[src/rtl/jk_cmd_arbiter.sv]
// jk_cmd_arbiter
//   Two-requester command arbiter driving a shared bank of WIDTH JK bits.
//   A request seen in IDLE moves the FSM to ISSUE for exactly one cycle.
//   During that cycle the winner's grant is high and j/k carry its command.
//   At the end of ISSUE the shadow state q takes the JK update.
//   Contention is settled round-robin with a 1-bit pointer by default.
//
// Configuration macro:
//   JK_ARB_FIXED_PRIO_EN -- when defined, requester 0 always wins contention
//                           and no pointer is built.
//
// Ports:
//   clk               single clock, rising edge
//   reset             asynchronous, active-low reset
//   req0/op0/mask0    requester 0 request, opcode (00 hold, 01 clr, 10 set,
//                     11 toggle) and bit select
//   req1/op1/mask1    requester 1, same encoding
//   gnt0/gnt1         one-cycle grant pulses (registered)
//   j/k               JK bank inputs, zero outside ISSUE (registered)
//   q                 shadow of the bank state
//   busy              high while in ISSUE
module jk_cmd_arbiter #(
  parameter int WIDTH = 4
) (
  input  logic             clk,
  input  logic             reset,
  input  logic             req0,
  input  logic [1:0]       op0,
  input  logic [WIDTH-1:0] mask0,
  input  logic             req1,
  input  logic [1:0]       op1,
  input  logic [WIDTH-1:0] mask1,
  output logic             gnt0,
  output logic             gnt1,
  output logic [WIDTH-1:0] j,
  output logic [WIDTH-1:0] k,
  output logic [WIDTH-1:0] q,
  output logic             busy
);

  typedef enum logic {IDLE = 1'b0, ISSUE = 1'b1} state_t;

  state_t           state_q, state_d;
  logic             gnt0_q, gnt0_d;
  logic             gnt1_q, gnt1_d;
  logic             busy_q, busy_d;
  logic [WIDTH-1:0] j_q, j_d;
  logic [WIDTH-1:0] k_q, k_d;
  logic [WIDTH-1:0] q_q, q_d;
  logic             win1;
  logic [1:0]       op_sel;
  logic [WIDTH-1:0] mask_sel;

`ifndef JK_ARB_FIXED_PRIO_EN
  logic             ptr_q, ptr_d;
`endif

  // Winner select. Requester 1 wins when it is alone, or when both are
  // active and the pointer favours it.
`ifdef JK_ARB_FIXED_PRIO_EN
  assign win1 = req1 & ~req0;
`else
  assign win1 = req1 & (~req0 | ptr_q);
`endif

  assign op_sel   = win1 ? op1   : op0;
  assign mask_sel = win1 ? mask1 : mask0;

  // The latched command is held directly as j_q/k_q.
  // The grant flops carry the winner id.
  // Later changes on req/op/mask therefore cannot disturb an issued command.
  always_comb begin
    state_d = IDLE;
    gnt0_d  = 1'b0;
    gnt1_d  = 1'b0;
    busy_d  = 1'b0;
    j_d     = '0;
    k_d     = '0;
    q_d     = q_q;
`ifndef JK_ARB_FIXED_PRIO_EN
    ptr_d   = ptr_q;
`endif
    case (state_q)
      IDLE: begin
        if (req0 | req1) begin
          state_d = ISSUE;
          busy_d  = 1'b1;
          gnt0_d  = ~win1;
          gnt1_d  = win1;
          j_d     = mask_sel & {WIDTH{op_sel[1]}};
          k_d     = mask_sel & {WIDTH{op_sel[0]}};
`ifndef JK_ARB_FIXED_PRIO_EN
          // Point at the requester that did not just win.
          ptr_d   = ~win1;
`endif
        end
      end
      ISSUE: begin
        // JK equation, applied as ISSUE ends.
        q_d     = (j_q & ~q_q) | (~k_q & q_q);
        state_d = IDLE;
      end
      default: state_d = IDLE;
    endcase
  end

  always_ff @(posedge clk or negedge reset) begin
    if (!reset) begin
      state_q <= IDLE;
      gnt0_q  <= 1'b0;
      gnt1_q  <= 1'b0;
      busy_q  <= 1'b0;
      j_q     <= '0;
      k_q     <= '0;
      q_q     <= '0;
`ifndef JK_ARB_FIXED_PRIO_EN
      ptr_q   <= 1'b0;
`endif
    end else begin
      state_q <= state_d;
      gnt0_q  <= gnt0_d;
      gnt1_q  <= gnt1_d;
      busy_q  <= busy_d;
      j_q     <= j_d;
      k_q     <= k_d;
      q_q     <= q_d;
`ifndef JK_ARB_FIXED_PRIO_EN
      ptr_q   <= ptr_d;
`endif
    end
  end

  assign gnt0 = gnt0_q;
  assign gnt1 = gnt1_q;
  assign busy = busy_q;
  assign j    = j_q;
  assign k    = k_q;
  assign q    = q_q;

endmodule

[config.mk]
export PLATFORM = sky130hd
export DESIGN_NAME = jk_cmd_arbiter
export DESIGN_NICKNAME = d
export VERILOG_FILES = /design/src/rtl/jk_cmd_arbiter.sv
export SDC_FILE = /design/constraint.sdc
export NUM_CORES = 1
export LEC_CHECK = 0
export CORE_UTILIZATION = 50
export CTS_BUF_LIST = sky130_fd_sc_hd__clkbuf_2 sky130_fd_sc_hd__clkbuf_4 sky130_fd_sc_hd__clkbuf_8
export DETAILED_ROUTE_END_ITERATION = 6
export DONT_BUFFER_PORTS = 1
export MAX_ROUTING_LAYER = met4
export PLACE_DENSITY = 0.7
export SLEW_MARGIN = 15
export SYNTH_ARGS = -nofsm -noshare
export SYNTH_HDL_FRONTEND = slang
export SYNTH_SLANG_ARGS = --single-unit
export TNS_END_PERCENT = 20
[constraint.sdc]
create_clock -name clk -period 1.8 [get_ports clk]
set_input_delay 0.27 -clock clk [delete_from_list [all_inputs] [get_ports clk]]
set_output_delay 0.27 -clock clk [all_outputs]
set_load 0.02 [all_outputs]
# [Word level (Yosys, flattened, before mapping)]
# Cells that the tools add are included.
[word_totals] register_bits=17 wordCells=35
[op_classes] muxes=13 bitwise=13 reduce_logical=1
[ops] cell="2-to-1 mux 4 bit" count=5
[ops] cell="bitwise AND 4 bit" count=4
[ops] cell="NOT 4 bit" count=2
[ops] cell="2-to-1 mux 1 bit" count=6
[ops] cell="OR 4 bit" count=1
[ops] cell="NOT 1 bit" count=3
[ops] cell="2-to-1 mux 2 bit" count=1
[ops] cell="OR 1 bit" count=2
[ops] cell="one-hot mux 1 bit (2 select lines)" count=1
[ops] cell="AND reduction 2 bit" count=1
[ops] cell="bitwise AND 1 bit" count=1

# [Longest topological paths before layout]
# Gate-level depths: netlist (run 1).
[logic_depth] ltp_word=7 ltp_mapped=4 mapped_depth_nobuf=3

# [Worst setup path before layout (run 1)]
# OpenSTA, ideal clock, no wires.
[synth_path] kind="reg-to-reg" startpoint="reg, netlist name busy" endpoint="reg ptr_q" setup_ns=0.118 t_arrival_ns=0.993 slack_ns=0.689 path_stages_with_launch=5 path_buffers=1 cell_sequence="dfrtp_1 buf_2 o21bai_1 a21oi_1 a21o_1"
[synth_lines] element="end signal, assigned" line_no="128" source="ptr_q <= ptr_d;"
[synth_lines] element="end, declared" line_no="55" source="logic ptr_q, ptr_d;"

# [Worst setup path in the final report (run 1)]
[layout_path] startpoint="reg busy_q, in the netlist busy" endpoint="out busy"
[layout_lines] element="start, declared" line_no="46" source="logic busy_q, busy_d;"
[layout_lines] element="start signal, assigned" line_no="123" source="busy_q <= busy_d;"
[layout_lines] element="end, declared" line_no="38" source="output logic busy"
# No word-level cell between the ends.

==> out/results.txt, run 1 <==
CTS root buffer -> clkbuf_4
die height -> 38.3 µm
Placer Congestion -> 0.815
final setup violation count -> 0
Port Buf Inserts -> 0
ANT nets after route -> 0
WL/cell -> 17.0 µm
number of remaining DRC errors -> 0
Hold Path Depth -> 1
Power Dens Cells -> 1320 mW/mm²
dpl cell area -> 663 µm²
Max rail drop VDD -> 0.566 mV
initial antenna violation count -> 0
CP Class -> reg2out
vias in the first global route -> 473
Leakage -> 0.307 nW
WP buf/inv -> 1
RSZ-0062 raised after global routing -> no
required time worst endpoint -> 1.53 ns
Initial Utilization -> 56.3%
CTS tree -> yes
dpl ws -> 0.578 ns
cell count after synthesis -> 54
Antenna Cells -> 0
Area Overhead vs Synth -> 7.59%
share of layout cells above drive strength 1 -> 15.8%
Critical Path Source Type -> flip-flop
CTS sink cnt -> 16
clk_skew -> 0.000742 ns
worst min path class -> in2reg
CP max stage delay -> 0.54 ns
CTS Buf Count -> 3
Slew headroom -> 54.9%
post-synth top area share -> 60.7%
vias post-DR -> 453
HPWL after DPL -> 957 µm
Final Util -> 60.6%
DRT Wirelength -> 1200 µm
CP max stage cell -> dfrtp_1
cell area after synthesis -> 659 µm²
Critical Path Fanout Max -> 11
Syn Nets -> 70
max-slew violations -> 0
H-tree depth -> 1
gr ovfl total -> 0
final worst slack -> 0.445 ns
DRT iter0 DRCs -> 2
Die ar. -> 0.00147 mm²
Tot GR Track Use -> 22.8%
Die Wd -> 38.3 µm
largest net degree at the start of global routing -> 17
Syn Area/Cell -> 12.2 µm²
Clock Latency Late Sink -> 0.28 ns
#FFs+latches synth -> 16
R2R depth -> 3
Fin Setup TNS -> 0 ns
hold_ws -> 0.0895 ns
largest cells by area after synthesis -> dfrtp_1 61%, a211oi_1 9.1%, a21oi_1 3.8%
final worst-path cycle share -> 75.3%
CTS Buffer Depth -> 2
Ys Warns -> 0
First-pass DRT Iterations -> 4
first-pass GRT wire length -> 2030 µm
endpoints failing hold -> 0
most frequent cells in the layout -> 16 x dfrtp_1, 8 x a211oi_1, 5 x a21oi_1, 4 x nand3_1, 4 x a31oi_1
Crit path arrival time -> 1.09 ns
Cell variety after synth -> 18
row cnt -> 12
clk slew on worst S/H paths -> 0.08 ns
max_cap viols -> 0
Cell Chain, Critical Path -> buf_4
status -> finished clean
critical path depth in cells -> 1
Synth area leader -> dfrtp_1
vias per cell -> 6.38
critical path's top delay family -> flip-flops
Tmin final -> 1.36 ns
fmax -> 738 MHz
commonest non-fill, non-tap cell in the layout -> dfrtp_1
register area share after synthesis -> 60.7%
Core Area -> 0.00117 mm²
IO Count -> 31
Final #Nets -> 74
post-route cell area -> 709 µm²
Critical Path End Type -> output port
worst-margin pin slew -> 0.675 ns
## flip-flops by register name, indices dropped and copies added, names as in the netlist
signal  flops
busy        1
j           4
q           4
gnt1        1
k           4
gnt0        1
ptr_q       1
## where the power goes
part	internal (W)	total, W	leakage [nW]	switching (W)
combinational	0.0000626	0.000136	0.0817	0.0000734
sequential	0.000429	0.000572	0.204	0.000143
clock	0.000123	0.000227	0.0210	0.000104
total	0.000615	0.000935	0.307	0.000320
## layer usage
metal	part of all wire [%]	track usage [%]
met5	0	-
met2	45	33.9
met3	10	8.72
met1	42	23.8
met4	2.7	18.8
## timing repair
| action | in CTS | in global routing |
|---|---|---|
| hold buffers | 1 | 0 |
| resized for setup | 0 | 0 |
| endpoints found under the hold margin | 16 | 0 |
| setup buffers | 0 | 0 |
## cells in the mapped netlist
master,instances
a211oi_1,8
a21boi_2,1
a21o_1,1
a21oi_1,5
a31oi_1,4
a32oi_1,1
a32oi_2,1
and2b_4,1
buf_2,2
buf_6,1
dfrtp_1,16
inv_1,2
nand2b_4,1
nand3_1,4
nor3_1,1
o21ai_0,3
o21ai_1,1
o21bai_1,1
## path summary, 6_finish.rpt
path                       startpoint  endpoint  slack (ns)
max                              busy      busy        0.44
min reg2reg                     ptr_q     ptr_q        0.56
max reg2reg                     ptr_q      j[2]        0.58
max in group asynchronous       reset      gnt0        0.91
min in group asynchronous       reset      q[1]        0.46
min                              req1      gnt0        0.09
## cell type report
type                       count  area, µm²
sequential                    16        400
clock buffer                   4       36.3
inverter                       2       7.51
multi-input combinational     33        230
timing repair buffer           2       17.5
fill                         100        462
tap                           14       17.5
## logic make-up (layout without fill, tap and decap cells)
kind of cell / after synthesis / in the layout / share of synthesized area, %
AOI/OAI and AO/OA: 26 / 26 / 27.5
DFF: 16 / 16 / 60.7
and+or+nand+nor: 7 / 7 / 7.40
buffers and inverters: 5 / 8 / 4.36
## stage by stage
stage	cells	total power [W]
2_1_floorplan	54	0.000680
3_3_place_gp	66	0.000698
5_1_grt	71	0.000996
6_report	71	0.000935
4_1_cts	71	0.000951
3_5_place_dp	66	0.000711
Power figures use the tool's default switching activity.
==> inputs of run 2 (changes only) <==
==> constraint.sdc (replaced) <==
create_clock -name clk -period 1.4 [get_ports clk]
set_input_delay 0.21 -clock clk [delete_from_list [all_inputs] [get_ports clk]]
set_output_delay 0.21 -clock clk [all_outputs]
set_load 0.02 [all_outputs]
==> run 2 against run 1 <==
Net effect: die area unchanged; worst hold slack worse by 0.053 ns; sequential share of layout area down 0.59 points; non-clock buffer count up 1; clock-buffer cell count unchanged; largest power group unchanged; final cell count up 1.4%.
==> out/results.txt, run 2 (synthesis results as in run 1) <==
P_sw -> 0.000415 W (+30%)
Final #Nets -> 75 (+1.4%)
Initial Utilization -> 56.3% (unchanged)
share of layout cells above drive strength 1 -> 17.2% (+1.5 points)
critical path's top delay family -> flip-flops
Tmin final -> 1.22 ns
Switching Share -> 34.3% (+0.078 points)
CP Class -> reg2reg
Die Wd -> 38.3 µm (unchanged)
clk slew on worst S/H paths -> 0.09 ns (about the same)
Post CTS Setup Buffer Count -> 0 (unchanged)
initial antenna violation count -> 0 (unchanged)
DRT Wirelength -> 1260 µm (+4.3%)
FF/Latch Area -> 400 µm² (unchanged)
CTS tree -> yes
fmax -> 821 MHz
sequential share of power -> 61.1% (about the same)
vias post-DR -> 475 (+4.9%)
met3 usage -> 5.23% (-3.5 points)
Crit path arrival time -> 1.39 ns (+0.30 ns)
GR Layer Usage met1 -> 27.6% (+3.8 points)
Core Area -> 0.00117 mm² (unchanged)
ANT nets after route -> 0 (unchanged)
First-pass DRT Iterations -> 4 (unchanged)
most frequent cells in the layout -> 16 x dfrtp_1, 8 x a211oi_1, 5 x a21oi_1, 4 x nand3_1, 4 x a31oi_1
max_cap viols -> 0 (unchanged)
P_int -> 0.000794 W (+29%)
PostCTS Resize Cnt -> 0 (unchanged)
Critical Path Fanout Max -> 5 (-6)
HPWL after DPL -> 988 µm (+3.3%)
hold_buf cts -> 1 (unchanged)
first-pass GRT wire length -> 2100 µm (+3.4%)
Clk network pwr share -> 23.8% (-0.5 points)
required time worst endpoint -> 1.58 ns (+0.05 ns)
Leakage -> 0.312 nW (+1.6%)
placed insts -> 67 (+1.5%)
Clock Latency Late Sink -> 0.27 ns (about the same)
Gate power share -> 15.1% (+0.6 points)
clk_skew -> 0.00479 ns (+0.00405 ns)
CP max stage delay -> 0.42 ns (-0.12 ns)
CTS Buf Count -> 3 (unchanged)
H-tree depth -> 1 (unchanged)
DRT iter0 DRCs -> 10 (+8)
CTS Buffer Depth -> 2 (unchanged)
vias in the first global route -> 492 (+4.0%)
number of remaining DRC errors -> 0 (unchanged)
Die ar. -> 0.00147 mm² (unchanged)
Antenna Cells -> 0 (unchanged)
WL/cell -> 17.4 µm (+2.9%)
Power Dens Cells -> 1690 mW/mm² (+28%)
CP max stage cell -> dfrtp_1
WP buf/inv -> 0 (-1)
Finished Layout Cells -> 72 (+1.4%)
Max rail drop VDD -> 0.692 mV (+22%)
vias per cell -> 6.60 (+3.4%)
gr ovfl total -> 0 (unchanged)
CTS root buffer -> clkbuf_4
die height -> 38.3 µm (unchanged)
commonest non-fill, non-tap cell in the layout -> dfrtp_1
Placer Congestion -> 0.817 (+0.23%)
worst min path class -> in2reg
Tot GR Track Use -> 22.1% (-0.72 points)
row cnt -> 12 (unchanged)
endpoints failing hold -> 0 (unchanged)
IO Count -> 31 (unchanged)
layout filler cell count -> 103 (+3.0%)
area of the multi-input gates -> 230 µm² (unchanged)
Critical Path End Type -> flip-flop
Cell Chain, Critical Path -> and2b_4, o21ai_0, a211oi_1
Fin Setup TNS -> 0 ns (unchanged)
CTS sink cnt -> 16 (unchanged)
Slew headroom -> 54.2% (-0.61 points)
Final Util -> 61.2% (+0.64 points)
Most Crowded Layer GR -> met2
worst-margin pin slew -> 0.684 ns (+0.00906 ns)
largest net degree at the start of global routing -> 17 (unchanged)
max-slew violations -> 0 (unchanged)
Critical Path Source Type -> flip-flop
final setup violation count -> 0 (unchanged)
final worst-path cycle share -> 87.0%
RSZ-0062 raised after global routing -> no
Port Buf Inserts -> 0 (unchanged)
Area Overhead vs Synth -> 8.73%
status -> finished clean
met2 GRT Util -> 33.9% (unchanged)
-- run 2: cell types whose count changed in the layout (fill, tap and decap cells not counted) --
cell,before,now
buf_4,1,2
-- run 2: through the flow --
| step | hold slack [ns] | total power (W) | instance area, µm² | setup WS [ns] |
|---|---|---|---|---|
| after floorplan | -0.0856 | 0.000874 | 659 | 0.289 |
| after global placement | -0.0853 | 0.000901 | 671 | 0.244 |
| after detailed placement | -0.0853 | 0.000920 | 671 | 0.214 |
| final | 0.0366 | 0.00121 | 717 | 0.181 |
| after global routing | 0.0369 | 0.00128 | 717 | 0.116 |
| after CTS | 0.0266 | 0.00122 | 717 | 0.198 |
-- run 2: final cells by class --
type / instances / share of cell area [%]
clock buffers: 4 / 5.06
inverters: 2 / 1.05
flip-flops and latches: 16 / 55.8
well taps: 14 / 2.44
repair buffers: 3 / 3.49
multi-input cells: 33 / 32.1
-- run 2: worst register-to-register path, cell delays in order, from the launching register on --
cell,delay [ns]
dfrtp_1,0.42
and2b_4,0.29
o21ai_0,0.11
a211oi_1,0.30
-- run 2: worst paths after layout --
kind,to,startpoint,depth (start not counted),slack (ns)
max,j[2],ptr_q,3,0.18
min,gnt0,req1,1,0.04
max reg2reg,j[2],ptr_q,3,0.18
min reg2reg,ptr_q,ptr_q,1,0.56
max in group asynchronous,gnt1,reset,1,0.55
min in group asynchronous,q[3],reset,1,0.41
-- run 2: power by group through the flow --
stage | logic, W | registers, W | clock network (W)
after floorplan | 0.000149 | 0.000725 | 0
after global routing | 0.000213 | 0.000751 | 0.000313
after global placement | 0.000161 | 0.000740 | 0
final | 0.000182 | 0.000739 | 0.000288
after CTS | 0.000183 | 0.000738 | 0.000298
after detailed placement | 0.000172 | 0.000748 | 0
-- run 2: layer usage --
layer | up-vias | wire (µm)
met5 | - | 0
li1 | 216 | -
met2 | 36 | 586
met4 | 0 | 0
met3 | 0 | 154
met1 | 223 | 515
==> variant 1: new RTL, config.mk and constraints of run 2 <==
Make the reset (`reset`) synchronous in one clocked block. Comments in the files are not updated.
--- a/src/rtl/jk_cmd_arbiter.sv
+++ b/src/rtl/jk_cmd_arbiter.sv
@@ -104,7 +104,7 @@
     endcase
   end
 
-  always_ff @(posedge clk or negedge reset) begin
+  always_ff @(posedge clk) begin
     if (!reset) begin
       state_q <= IDLE;
       gnt0_q  <= 1'b0;
Check against the original RTL: differs if reset is asserted again (counterexample within 4 cycles, from zero or initial values and one cycle with reset low); with reset held inactive, the same outputs for 10 cycles.
==> variant 1 against run 2 <==
  * Hold slack lost 0.015 ns
  * Sequential cell count stayed put
  * Via count up 11%
  * Synthesized area is 6.6% higher
  * Die area increased by 6.3%
  * Count of clock-buffer cells in the layout unchanged
  * Largest cell class unchanged
  * Cell area fell by 1.0%
  * Setup slack improved by 0.021 ns
  * Synthesized cell count grew 46%
  * Register-to-register slack improved by 0.15 ns
  * Routed wire length up 1.8%
Power is not compared: it rests on default switching activity, and its combinational part moved more than twofold at a synthesized area within 25%.
==> variant 1: results <==
INSERT INTO impl_metrics (metric_group, metric, value, unit) VALUES
('sta', 'fin_worst_skew', '0.00148', 'ns'),
('setup_path', 'cp_slowest_stage_delay', '0.50', 'ns'),
('outcome', 'status', 'finished, final reports clean', ''),
('logic_synthesis', 'ys_types', '17', ''),
('logic_synthesis', 'biggest_area_contributors_in_the_synthesized_netlist', 'sky130_fd_sc_hd__dfxtp_1 (46%), sky130_fd_sc_hd__a21oi_1 (8.5%), sky130_fd_sc_hd__a21o_1 (8.5%)', ''),
('global_routing', 'grt_max_degree', '21', ''),
('layout', 'final_layout_size_suffix_gt1_share', '10.1', '%'),
('global_routing', 'groute.usage.overall', '18.8', '%'),
('layout', 'layout.nets', '96', ''),
('detailed_routing', 'via_per_inst', '5.63', ''),
('logic_synthesis', 'synth_commonest_cells', 'sky130_fd_sc_hd__dfxtp_1 (16), sky130_fd_sc_hd__nand2_1 (15), sky130_fd_sc_hd__a21oi_1 (12)', ''),
('setup_path', 'worst_r2r_path_depth', '4', ''),
('logic_synthesis', 'seq_area_frac_synth', '45.6', '%'),
('logic_synthesis', 'synthArstFlopShare', '0', '%'),
('placement', 'finalWeightedCongestion', '0.718', ''),
('sta', 'worst_slew_pin_slew', '0.489', 'ns'),
('global_routing', 'first_global_vias', '496', ''),
('placement', 'hpwlAfterDp', '996', 'microns'),
('setup_path', 'worst_path_max_delay_cell', 'sky130_fd_sc_hd__dfxtp_1', ''),
('detailed_routing', 'drt-total-wl', '1280', 'microns');
==> variant 1: final timing paths <==
check / start / endpoint / slack [ns]
worst min-delay path: req1 / gnt0 / 0.02
worst min register to register: q[2] / q[2] / 0.56
worst max register to register: ptr_q / k[3] / 0.33
worst max-delay path: state_q / busy / 0.20
==> variant 1: metal layers <==
metal / global-route usage, % / part of all wire (%) / vias to the layer above
li1: - / - / 277
met1: 23.3 / 49 / 227
met2: 28.7 / 43 / 25
met3: 6.82 / 8.3 / 0
met4: 5.17 / 0 / 0
met5: - / 0 / -
==> variant 1: cells by family (layout without fill, tap and decap cells) <==
family                 Yosys count  count (layout)  share of synthesized area (%)
AOI/OAI and AO/OA               25              25                           23.5
buffers and inverters            9               9                           10.7
DFF                             16              16                           45.6
and+or+nand+nor                 29              29                           20.3
==> variant 1: through the flow <==
stage / instances / setup WS [ns] / area [sq um] / hold WS, ns
6_report: 94 / 0.202 / 709 / 0.0216
5_1_grt: 94 / 0.141 / 709 / 0.0117
4_1_cts: 94 / 0.193 / 709 / 0.0179
3_5_place_dp: 90 / 0.360 / 673 / 0.315
3_3_place_gp: 90 / 0.367 / 673 / 0.317
2_1_floorplan: 79 / 0.380 / 703 / 0.327
==> variant 1: layout make-up <==
| type | count | area (sq um) |
|---|---|---|
| multi-input cells | 54 | 308 |
| flip-flops and latches | 16 | 320 |
| repair buffers | 2 | 15.0 |
| clock buffers | 4 | 36.3 |
| well taps | 15 | 18.8 |
| fillers | 129 | 592 |
| inverters | 3 | 11.3 |
==> variant 1: power breakdown <==
| part | leakage (uW) | internal [uW] | switching [uW] |
|---|---|---|---|
| Clock | 0.0000210 | 158 | 132 |
| Sequential | 0.000131 | 475 | 33.1 |
| Combinational | 0.000119 | 32.2 | 42.2 |
==> variant 2: new RTL, settings of run 2 <==
Made on the original files. Change the parameter `WIDTH` from 4 to 6.
--- a/src/rtl/jk_cmd_arbiter.sv
+++ b/src/rtl/jk_cmd_arbiter.sv
@@ -20,7 +20,7 @@
 //   q                 shadow of the bank state
 //   busy              high while in ISSUE
 module jk_cmd_arbiter #(
-  parameter int WIDTH = 4
+  parameter int WIDTH = 6
 ) (
   input  logic             clk,
   input  logic             reset,
Ports: changed (5 resized); port bits go from 31 to 41. The function was not compared with the original's and may differ.
==> variant 2 against run 2 <==
  * The flow now finishes with violations (DRC)
  * Synthesized area is 35% higher
  * Cell area rose by 39%
  * First-iteration DRC count up 20%
  * Sequential cell count rose by 6
  * Setup slack got worse by 0.078 ns
  * Routed wire length rose by 44%
  * Non-clock buffer count is 2 higher
  * Combinational power increased by 41%
  * Total power grew 46%
  * Global-route usage shrank 0.63 points
  * Critical path type unchanged
  * Critical endpoint is now k[2]
==> variant 2: results <==
INSERT INTO impl_metrics (metric_group, metric, value, unit) VALUES
('outcome', 'status', 'finished, violations left', ''),
('outcome', 'failed_checks', 'DRC', ''),
('logic_synthesis', 'postSynthNetCount', '94', ''),
('min_path', 'min_delay_path_depth', '2', ''),
('power', 'vdd_drop_max', '1.09', 'mV'),
('logic_synthesis', 'ys_types', '17', ''),
('layout', 'fillerInstances', '139', ''),
('global_routing', 'grt_max_degree', '23', ''),
('placement', 'finalWeightedCongestion', '0.707', ''),
('layout', 'final_core_utilization', '62.6', '%'),
('placement', 'dp_slack', '0.0977', 'ns'),
('global_routing', 'first_global_vias', '637', ''),
('global_routing', 'wire_length_of_the_first_global_routing_pass', '2850', 'microns'),
('power', 'power.leakage', '0.000418', 'uW'),
('detailed_routing', 'detail_route.drc_violations', '3', ''),
('setup_path', 'worstPathArrival', '1.48', 'ns'),
('placement', 'placed_cells', '96', ''),
('setup_path', 'r2r_slack', '0.10', 'ns'),
('placement', 'hpwlAfterDp', '1300', 'microns'),
('min_path', 'hold-path-endpoint', 'busy', '');
[variant 2: worst max-delay path by stage]
| stage | from | end | slack (ns) | depth (start not counted) |
|---|---|---|---|---|
| finish | ptr_q | k[2] | 0.10 | 3 |
| global route | busy | busy | 0.01 | 1 |
| CTS | ptr_q | k[2] | 0.08 | 3 |
| detailed placement | ptr_q | k[1] | 0.1 | 3 |
| global placement | ptr_q | k[1] | 0.14 | 3 |
| floorplan | ptr_q | k[0] | 0.24 | 4 |
[variant 2: worst max-delay path, stage by stage, from the launching register on]
cell and delay (ns):
sky130_fd_sc_hd__dfrtp_1 0.42, sky130_fd_sc_hd__nand2b_2 0.24, sky130_fd_sc_hd__a32oi_2 0.40, sky130_fd_sc_hd__a211oi_1 0.11
[variant 2: final cells by class]
cell class	instances	share of cell area, %
inverter	2	0.753
clock inverter	1	3.01
multi-input combinational	45	30.2
tap	24	3.01
clock buffer	3	2.26
sequential	22	55.2
timing repair buffer	5	5.52
[variant 2: kinds of logic (layout without fill, tap and decap cells)]
logic type	count (synthesis)	in the layout	synth area share, %
AND/OR/NAND/NOR	9	9	5.60
AO/OA/AOI/OAI	36	36	27.9
flip-flops	22	22	61.6
buffers and inverters	7	11	4.90
[variant 2: what timing repair did]
action	4_1_cts	5_1_grt
hold buffers	2	0
resized for setup	0	1
endpoints found under the setup margin	0	6
hold endpoints to repair	23	0
[variant 2: where the power goes]
group / switching [uW] / internal (uW) / leakage (uW)
registers: 262 / 761 / 0.000282
logic: 139 / 117 / 0.000108
clock network: 197 / 289 / 0.0000279
total: 598 / 1170 / 0.000418
[variant 2: metal layers]
layer / wire length, microns / global-route usage, %
met4: 14 / 10.9
met5: 0 / -
met1: 735 / 24.1
met2: 936 / 35.9
met3: 123 / 4.49
